### src/rtl/ctrl_pkg.sv
// ctrl_pkg: shared states, opcode classes and opcode values for the multi-cycle control unit
package ctrl_pkg;
  typedef enum logic [2:0] {START, FETCH, DECODE, EXEC, MEM, WB, FAULT} state_e;
  typedef enum logic [2:0] {CL_R, CL_J, CL_BEQ, CL_IMM, CL_LW, CL_SW, CL_ILL} op_class_e;
  localparam int OP_RTYPE = 0;
  localparam int OP_J     = 2;
  localparam int OP_BEQ   = 4;
  localparam int OP_ADDI  = 8;
  localparam int OP_SLTI  = 10;
  localparam int OP_ANDI  = 12;
  localparam int OP_ORI   = 13;
  localparam int OP_XORI  = 14;
  localparam int OP_LW    = 35;
  localparam int OP_SW    = 43;
endpackage

### src/rtl/main_decoder.sv
// main_decoder: combinational opcode decode into static datapath selects and an instruction class
//   opCode in  : opcode field
//   outReg out : destination select (1=rd, 0=rt)
//   i2     out : ALU operand 2 select (1=immediate)
//   regI   out : write-back source select (1=memory)
//   legal  out : opcode is supported
//   cls    out : instruction class steering the control FSM
module main_decoder
  import ctrl_pkg::*;
#(
  parameter int OPCODE_W = 6
) (
  input  logic [OPCODE_W-1:0] opCode,
  output logic                outReg,
  output logic                i2,
  output logic                regI,
  output logic                legal,
  output op_class_e           cls
);
  logic [31:0] op;
  assign op = 32'(opCode);
  always_comb begin
    cls = op == OP_RTYPE ? CL_R :
          op == OP_J     ? CL_J :
          op == OP_BEQ   ? CL_BEQ :
          (op == OP_ADDI || op == OP_SLTI || op == OP_ANDI || op == OP_ORI || op == OP_XORI) ? CL_IMM :
          op == OP_LW    ? CL_LW :
          op == OP_SW    ? CL_SW : CL_ILL;
  end
  assign outReg = cls inside {CL_R, CL_BEQ, CL_IMM, CL_SW};
  assign i2     = cls inside {CL_IMM, CL_LW, CL_SW, CL_J};
  assign regI   = cls inside {CL_LW, CL_J};
  assign legal  = cls != CL_ILL;
endmodule

### src/rtl/multicycle_control.sv
// multicycle_control: multi-cycle MIPS32 main control FSM (fetch/decode/exec/mem/wb with memory ready handshake)
//   clk, rst (async, active-high)
//   opCode, zero, memReady           : instruction opcode, ALU zero flag, memory access done
//   imRd, irW, pcW, wP, mrP, mwP     : fetch request, IR/PC/regfile writes, data memory read/write
//   branch, illegal                  : branch compare cycle, unsupported-opcode pulse
//   outReg, i2, regI                 : static datapath selects held from the last decoded opcode
//   fault                            : sticky memory watchdog trip
//   Define CTRL_MEM_WATCHDOG_EN to enable the MEM_TIMEOUT memory watchdog; otherwise waits are unbounded.
module multicycle_control
  import ctrl_pkg::*;
#(
  parameter int MEM_TIMEOUT = 16,
  parameter int OPCODE_W    = 6
) (
  input  logic                clk,
  input  logic                rst,
  input  logic [OPCODE_W-1:0] opCode,
  input  logic                zero,
  input  logic                memReady,
  output logic                imRd,
  output logic                irW,
  output logic                pcW,
  output logic                outReg,
  output logic                i2,
  output logic                regI,
  output logic                wP,
  output logic                mrP,
  output logic                mwP,
  output logic                branch,
  output logic                illegal,
  output logic                fault
);
  state_e state_q, state_d;
  logic [OPCODE_W-1:0] op_q, op_d;
  op_class_e cls_q, cls_in;
  logic legal_in, sel_or, sel_i2, sel_ri, timeout;
  main_decoder #(.OPCODE_W(OPCODE_W)) u_dec_q (
    .opCode(op_q), .outReg(sel_or), .i2(sel_i2), .regI(sel_ri), .legal(), .cls(cls_q)
  );
  main_decoder #(.OPCODE_W(OPCODE_W)) u_dec_in (
    .opCode(opCode), .outReg(), .i2(), .regI(), .legal(legal_in), .cls(cls_in)
  );
  // opReg resets to R-type, so the selects are masked in START to keep every output low
  assign outReg = state_q != START && sel_or;
  assign i2     = state_q != START && sel_i2;
  assign regI   = state_q != START && sel_ri;
`ifdef CTRL_MEM_WATCHDOG_EN
  localparam int CW = $clog2(MEM_TIMEOUT + 1);
  logic [CW-1:0] cnt_q, cnt_d;
  logic waiting;
  // FETCH/MEM are left only on memReady, so clearing whenever not waiting also clears on entry
  assign waiting = (state_q == FETCH || state_q == MEM) && !memReady;
  assign timeout = waiting && cnt_q == CW'(MEM_TIMEOUT - 1);
  assign cnt_d   = waiting ? cnt_q + CW'(1) : '0;
  always_ff @(posedge clk or posedge rst)
    if (rst) cnt_q <= '0;
    else     cnt_q <= cnt_d;
  assign fault = state_q == FAULT;
`else
  assign timeout = 1'b0;
  assign fault   = 1'b0;
`endif
  always_ff @(posedge clk or posedge rst)
    if (rst) begin
      state_q <= START;
      op_q    <= '0;
    end else begin
      state_q <= state_d;
      op_q    <= op_d;
    end
  always_comb begin
    state_d = state_q;
    op_d    = op_q;
    imRd    = 1'b0;
    irW     = 1'b0;
    pcW     = 1'b0;
    wP      = 1'b0;
    mrP     = 1'b0;
    mwP     = 1'b0;
    branch  = 1'b0;
    illegal = 1'b0;
    case (state_q)
      START: state_d = FETCH;
      FETCH: begin
        imRd    = 1'b1;
        irW     = memReady;
        pcW     = memReady;
        state_d = timeout ? FAULT : memReady ? DECODE : FETCH;
      end
      DECODE: begin
        op_d    = opCode;
        pcW     = cls_in == CL_J;
        illegal = !legal_in;
        state_d = (cls_in == CL_J || !legal_in) ? FETCH : EXEC;
      end
      EXEC: begin
        branch  = cls_q == CL_BEQ;
        pcW     = branch && zero;
        state_d = branch ? FETCH : (cls_q == CL_LW || cls_q == CL_SW) ? MEM : WB;
      end
      MEM: begin
        mrP     = cls_q == CL_LW;
        mwP     = cls_q == CL_SW;
        state_d = timeout ? FAULT : !memReady ? MEM : mrP ? WB : FETCH;
      end
      WB: begin
        wP      = 1'b1;
        state_d = FETCH;
      end
      default: ;
    endcase
  end
endmodule

### config.mk
export PLATFORM = sky130hd
export DESIGN_NAME = multicycle_control
export DESIGN_NICKNAME = d
export VERILOG_FILES = /design/src/rtl/ctrl_pkg.sv /design/src/rtl/main_decoder.sv /design/src/rtl/multicycle_control.sv
export SDC_FILE = /design/constraint.sdc
export NUM_CORES = 1
export LEC_CHECK = 0
export CORE_MARGIN = 3
export CORE_UTILIZATION = 40
export CTS_CLUSTER_SIZE = 40
export DETAILED_ROUTE_END_ITERATION = 8
export PLACE_DENSITY_LB_ADDON = 0.1
export SKIP_LAST_GASP = 1
export SYNTH_ARGS = -nofsm -noshare
export SYNTH_HDL_FRONTEND = slang
export SYNTH_SLANG_ARGS = --single-unit
### constraint.sdc
create_clock -name clk -period 1.2 [get_ports clk]
set_input_delay 0.18 -clock clk [delete_from_list [all_inputs] [get_ports clk]]
set_output_delay 0.18 -clock clk [all_outputs]
set_load 0.05 [all_outputs]
==> results.json, run 1 <==
{
  "haltStage": "global routing (5_1_grt)",
  "async_flop_share_pct": 100,
  "dp_slack_ns": -0.681,
  "synth.ff_latch_count": 9,
  "gp_congestion": 0.758,
  "netlist_area_sq_um": 701,
  "placement.io_buffers": 20,
  "yosys.area.top_type_share_pct": 32.1,
  "outcome": "stopped before the end",
  "grt_max_degree": 10,
  "dp.cells": 138,
  "synth_top_flop_cell": "dfrtp_1",
  "cts_buffer_depth": 2,
  "root_buffer": "clkbuf_4",
  "netlist_instances": 78,
  "worst_endpoint_kind": "output port",
  "rows": 14,
  "hold_buffers": 0,
  "ys_types": 37,
  "ys_seq_area_share_pct": 32.1,
  "io_pins": 22,
  "error": "[ERROR DPL-0038] Utilization greater than 100%, impossible to legalize",
  "avgSynthCellArea_sq_um": 8.98,
  "synthTopCellsByArea": "dfrtp_1 32%, mux2_2 9.6%, nor2_1 4.3%",
  "cts.sinks": 9,
  "synth_area_leader_cell": "dfrtp_1",
  "worst_endpoint": "i2",
  "numCtsBuffers": 3,
  "die_w_um": 47.9,
  "initial_core_util_pct": 44.4,
  "placed_cell_area_sq_um": 1300,
  "hpwl_mm": 1.77,
  "chipHeight_um": 47.9,
  "synth-edff-count": 0,
  "synth_nets": 88,
  "htreeDepth": 1,
  "synth.yosys.warnings": 0
}
through the flow:
stage / setup TNS (ns) / hold WS, ns / util [%]
after CTS: -7.41 / 0.168 / 94.2
after floorplan: -3.53 / 0.00792 / -
after detailed placement: -5.12 / 0.464 / 82.5
after global placement: -4.69 / 0.452 / 82.5
cell usage after synthesis (all sizes together), types with 2 or more instances:
master / instances
inv: 4
nor2: 8
dfrtp: 9
a221o: 2
and3: 2
nand2: 3
nor3: 4
a21oi: 3
mux2: 6
nand2b: 4
o31ai: 2
or2: 2
nand3: 3
o21ai: 3
buf: 4
logic make-up after synthesis:
kind of cell / count (synthesis) / share of synthesized area, %
buffers and inverters: 9 / 6.25
and+or+nand+nor: 34 / 32.0
DFF: 9 / 32.1
muxes: 6 / 9.64
xor gates and xnor gates: 1 / 1.25
AOI/OAI and AO/OA: 18 / 18.2
other: 1 / 0.535
repair_timing:
item | 4_1_cts
endpoints found under the setup margin | 20
setup buffers | 7
pin swaps | 16
resized for setup | 45
==> run 2, diff against run 1 <==
--- a/config.mk
+++ b/config.mk
@@ -5,11 +5,10 @@
 export SDC_FILE = /design/constraint.sdc
 export NUM_CORES = 1
 export LEC_CHECK = 0
-export CORE_MARGIN = 3
-export CORE_UTILIZATION = 40
-export CTS_CLUSTER_SIZE = 40
+export CORE_AREA = 3 3 64 66
 export DETAILED_ROUTE_END_ITERATION = 8
-export PLACE_DENSITY_LB_ADDON = 0.1
+export DIE_AREA = 0 0 67 69
+export PLACE_DENSITY_LB_ADDON = 0.15
 export SKIP_LAST_GASP = 1
 export SYNTH_ARGS = -nofsm -noshare
 export SYNTH_HDL_FRONTEND = slang
==> constraint.sdc (replaced) <==
create_clock -name clk -period 1.55 [get_ports clk]
set_input_delay 0.2325 -clock clk [delete_from_list [all_inputs] [get_ports clk]]
set_output_delay 0.2325 -clock clk [all_outputs]
set_load 0.05 [all_outputs]
==> run 2 against run 1 <==
The flow now finishes, with violations (setup timing). Synthesized area did not move. Synthesized cell count stayed put.
==> results.json, run 2 <==
{
  "worstPathArrival_ns": 1.62,
  "p_leak_nw": 0.640,
  "cts_buffer_depth": 2,
  "finalSetupViolCount": 8,
  "worstSkewPairLatency_ns": 0.23,
  "top_regs": "op_q: 6 flops, state_q: 3 flops",
  "synth_top_flop_cell": "dfrtp_1",
  "fill_cells": 379,
  "grt_pass1_wl_mm": 3.77,
  "slowest_delay_ns": 0.41,
  "htreeDepth": 1,
  "track_usage_pct": 10.8,
  "chipHeight_um": 69,
  "post-route-period-util_pct": 120,
  "synth_area_leader_cell": "dfrtp_1",
  "avgSynthCellArea_sq_um": 8.98,
  "totalWireLength_mm": 2.27,
  "synth_mux_area_share_pct": 9.64,
  "reg2reg_depth": 5,
  "violations": "setup timing",
  "root_buffer": "clkbuf_8",
  "peakVddDrop_mv": 0.794,
  "cts.sinks": 9,
  "drtIter0Drc": 27,
  "numCtsBuffers": 3,
  "wl_per_cell_um": 12.6,
  "outcome": "complete, but fails checks",
  "top_register": "op_q",
  "whs_ns": 0.274,
  "async_flop_share_pct": 100,
  "dr.pass1.iters": 4,
  "antenna_found_initial": 0,
  "synth-edff-count": 0,
  "hold_class": "in2async",
  "n_antenna_cell": 0,
  "fin_nets": 143,
  "ant_nets": 0,
  "synth.ff_latch_count": 9,
  "post-synth-top-count-cell": "dfrtp_1",
  "core_sq_um": 3630,
  "synth_top_family_by_area": "simple AND/OR/NAND/NOR gates",
  "drive_above_1_share_pct": 66.7,
  "ys_types": 37,
  "synth-simple-area-share_pct": 32.0,
  "synth_compound_area_share_pct": 18.2,
  "slowest_stage": "a2111oi_4",
  "netlist_instances": 78,
  "synth-xor-area-share_pct": 1.25,
  "ys_seq_area_share_pct": 32.1,
  "gp_congestion": 0.668,
  "cts_tree": "done",
  "grt_pass1_vias": 775,
  "initial_core_util_pct": 19.3,
  "netlist_area_sq_um": 701,
  "placement.io_buffers": 20,
  "grt_max_degree": 10,
  "synth_nets": 88,
  "cp-start-kind": "flip-flop",
  "vias": 796,
  "synth.yosys.warnings": 0,
  "largest_register_ffs": 6,
  "clock.fmax_mhz": 538,
  "end_kind": "output port",
  "rows": 22,
  "final_cell_mix": "28 x buf_4, 9 x buf_12, 9 x buf_6, 6 x mux2_2, 5 x dfrtp_2",
  "hold_viol_final": 0,
  "required_ns": 1.32,
  "die_w_um": 67,
  "synthAdderAreaFrac_pct": 0,
  "post-route-min-period_ns": 1.86,
  "drcViolationCount": 0,
  "yosys.area.top_type_share_pct": 32.1,
  "grt_overflow": 0,
  "final_common_cell": "buf_4",
  "worst_r2r_endpoint": "op_q[5]",
  "hpwl_mm": 1.70,
  "worst-setup-path-type": "reg2out",
  "rr_startpoint": "state_q[2]",
  "areaGrowthSynthToFinish_pct": 114,
  "powerDensity_nw_per_um2": 1990,
  "io_pins": 22,
  "path_clk_slew_ns": 0.04,
  "path_max_fanout": 4,
  "crit_chain": "nand2b_4 -> a21boi_2 -> o21bai_2 -> a2111oi_4 -> buf_12",
  "rsz0062_at_grt": "true",
  "tns_ns": -1.68,
  "die_area_sq_um": 4620,
  "fin_worst_skew_ns": 0.00148,
  "slew_violations": 0,
  "fin_ws_ns": -0.307,
  "yosys-top-cells-count": "9 x dfrtp_1, 8 x nor2_1, 6 x mux2_2",
  "maxCapViolCount": 0,
  "viasPerCell": 4.42,
  "synthTopCellsByArea": "dfrtp_1 32%, mux2_2 9.6%, nor2_1 4.3%",
  "r2r_slack_ns": 0.07
}
## run 2: cell counts after synthesis
Identical to the previous run, type by type.
## run 2: per-layer routing
metal	vias up	share of wire (%)	GRT usage (%)
li1	389	-	-
met1	388	44	13.6
met2	17	51	16.8
met3	2	3.7	1.95
met4	0	1.8	6.08
met5	-	0	0
## run 2: final cells by class
| type | instances | area, sq um | share of cell area (%) |
|---|---|---|---|
| tap | 48 | 60.1 | 4.00 |
| multi-input combinational | 60 | 572 | 38.1 |
| inverter | 4 | 15.0 | 1.00 |
| sequential | 9 | 231 | 15.4 |
| clock buffer | 4 | 45.0 | 3.00 |
| timing repair buffer | 55 | 578 | 38.5 |
## run 2: cells by family (layout without fill, tap and decap cells)
group | count (synthesis) | after routing
simple gates | 34 | 34
compound gates | 18 | 18
flops | 9 | 9
buf+inv | 9 | 63
mux | 6 | 6
other cells | 1 | 1
xor+xnor | 1 | 1
## run 2: worst max path at each step
| stage | start | end | slack, ns | cells past startpoint |
|---|---|---|---|---|
| final | op_q[1] | i2 | -0.31 | 5 |
| after global placement | opCode[0] | illegal | -0.42 | 7 |
| after floorplan | op_q[4] | pcW | -0.26 | 4 |
| after CTS | op_q[1] | i2 | -0.32 | 5 |
| after detailed placement | opCode[0] | illegal | -0.44 | 7 |
| after global routing | op_q[1] | i2 | -0.39 | 5 |
## run 2: per-stage QoR
step	util [%]	power, W	instance area, sq um	setup slack, ns	cells
2_1_floorplan	-	0.00153	744	-0.257	78
6_report	41.3	0.00298	1500	-0.307	180
3_3_place_gp	34.3	0.00235	1250	-0.423	167
4_1_cts	38.9	0.00285	1410	-0.321	176
3_5_place_dp	34.3	0.00236	1250	-0.437	167
5_1_grt	41.3	0.00317	1500	-0.385	180
## run 2: critical path, delay by kind of cell (launching register included)
family	cells	cell delay (ns)
AOI/OAI and AO/OA	3	0.65
buffers and inverters	1	0.18
DFF	1	0.40
and+or+nand+nor	1	0.15
## run 2: repair_timing
action	CTS	global route
setup buffers	5	5
setup endpoints to repair	10	17
pin swaps	7	5
resized for setup	26	18
hold buffers	0	0
## run 2: power by group
| part | total (W) | internal [W] | switching [W] |
|---|---|---|---|
| Combinational | 0.00215 | 0.00114 | 0.00101 |
| Clock | 0.000268 | 0.000179 | 0.0000890 |
| Sequential | 0.000564 | 0.000364 | 0.000200 |
| Total | 0.00298 | 0.00168 | 0.00130 |
(Power assumes the default switching activity.)
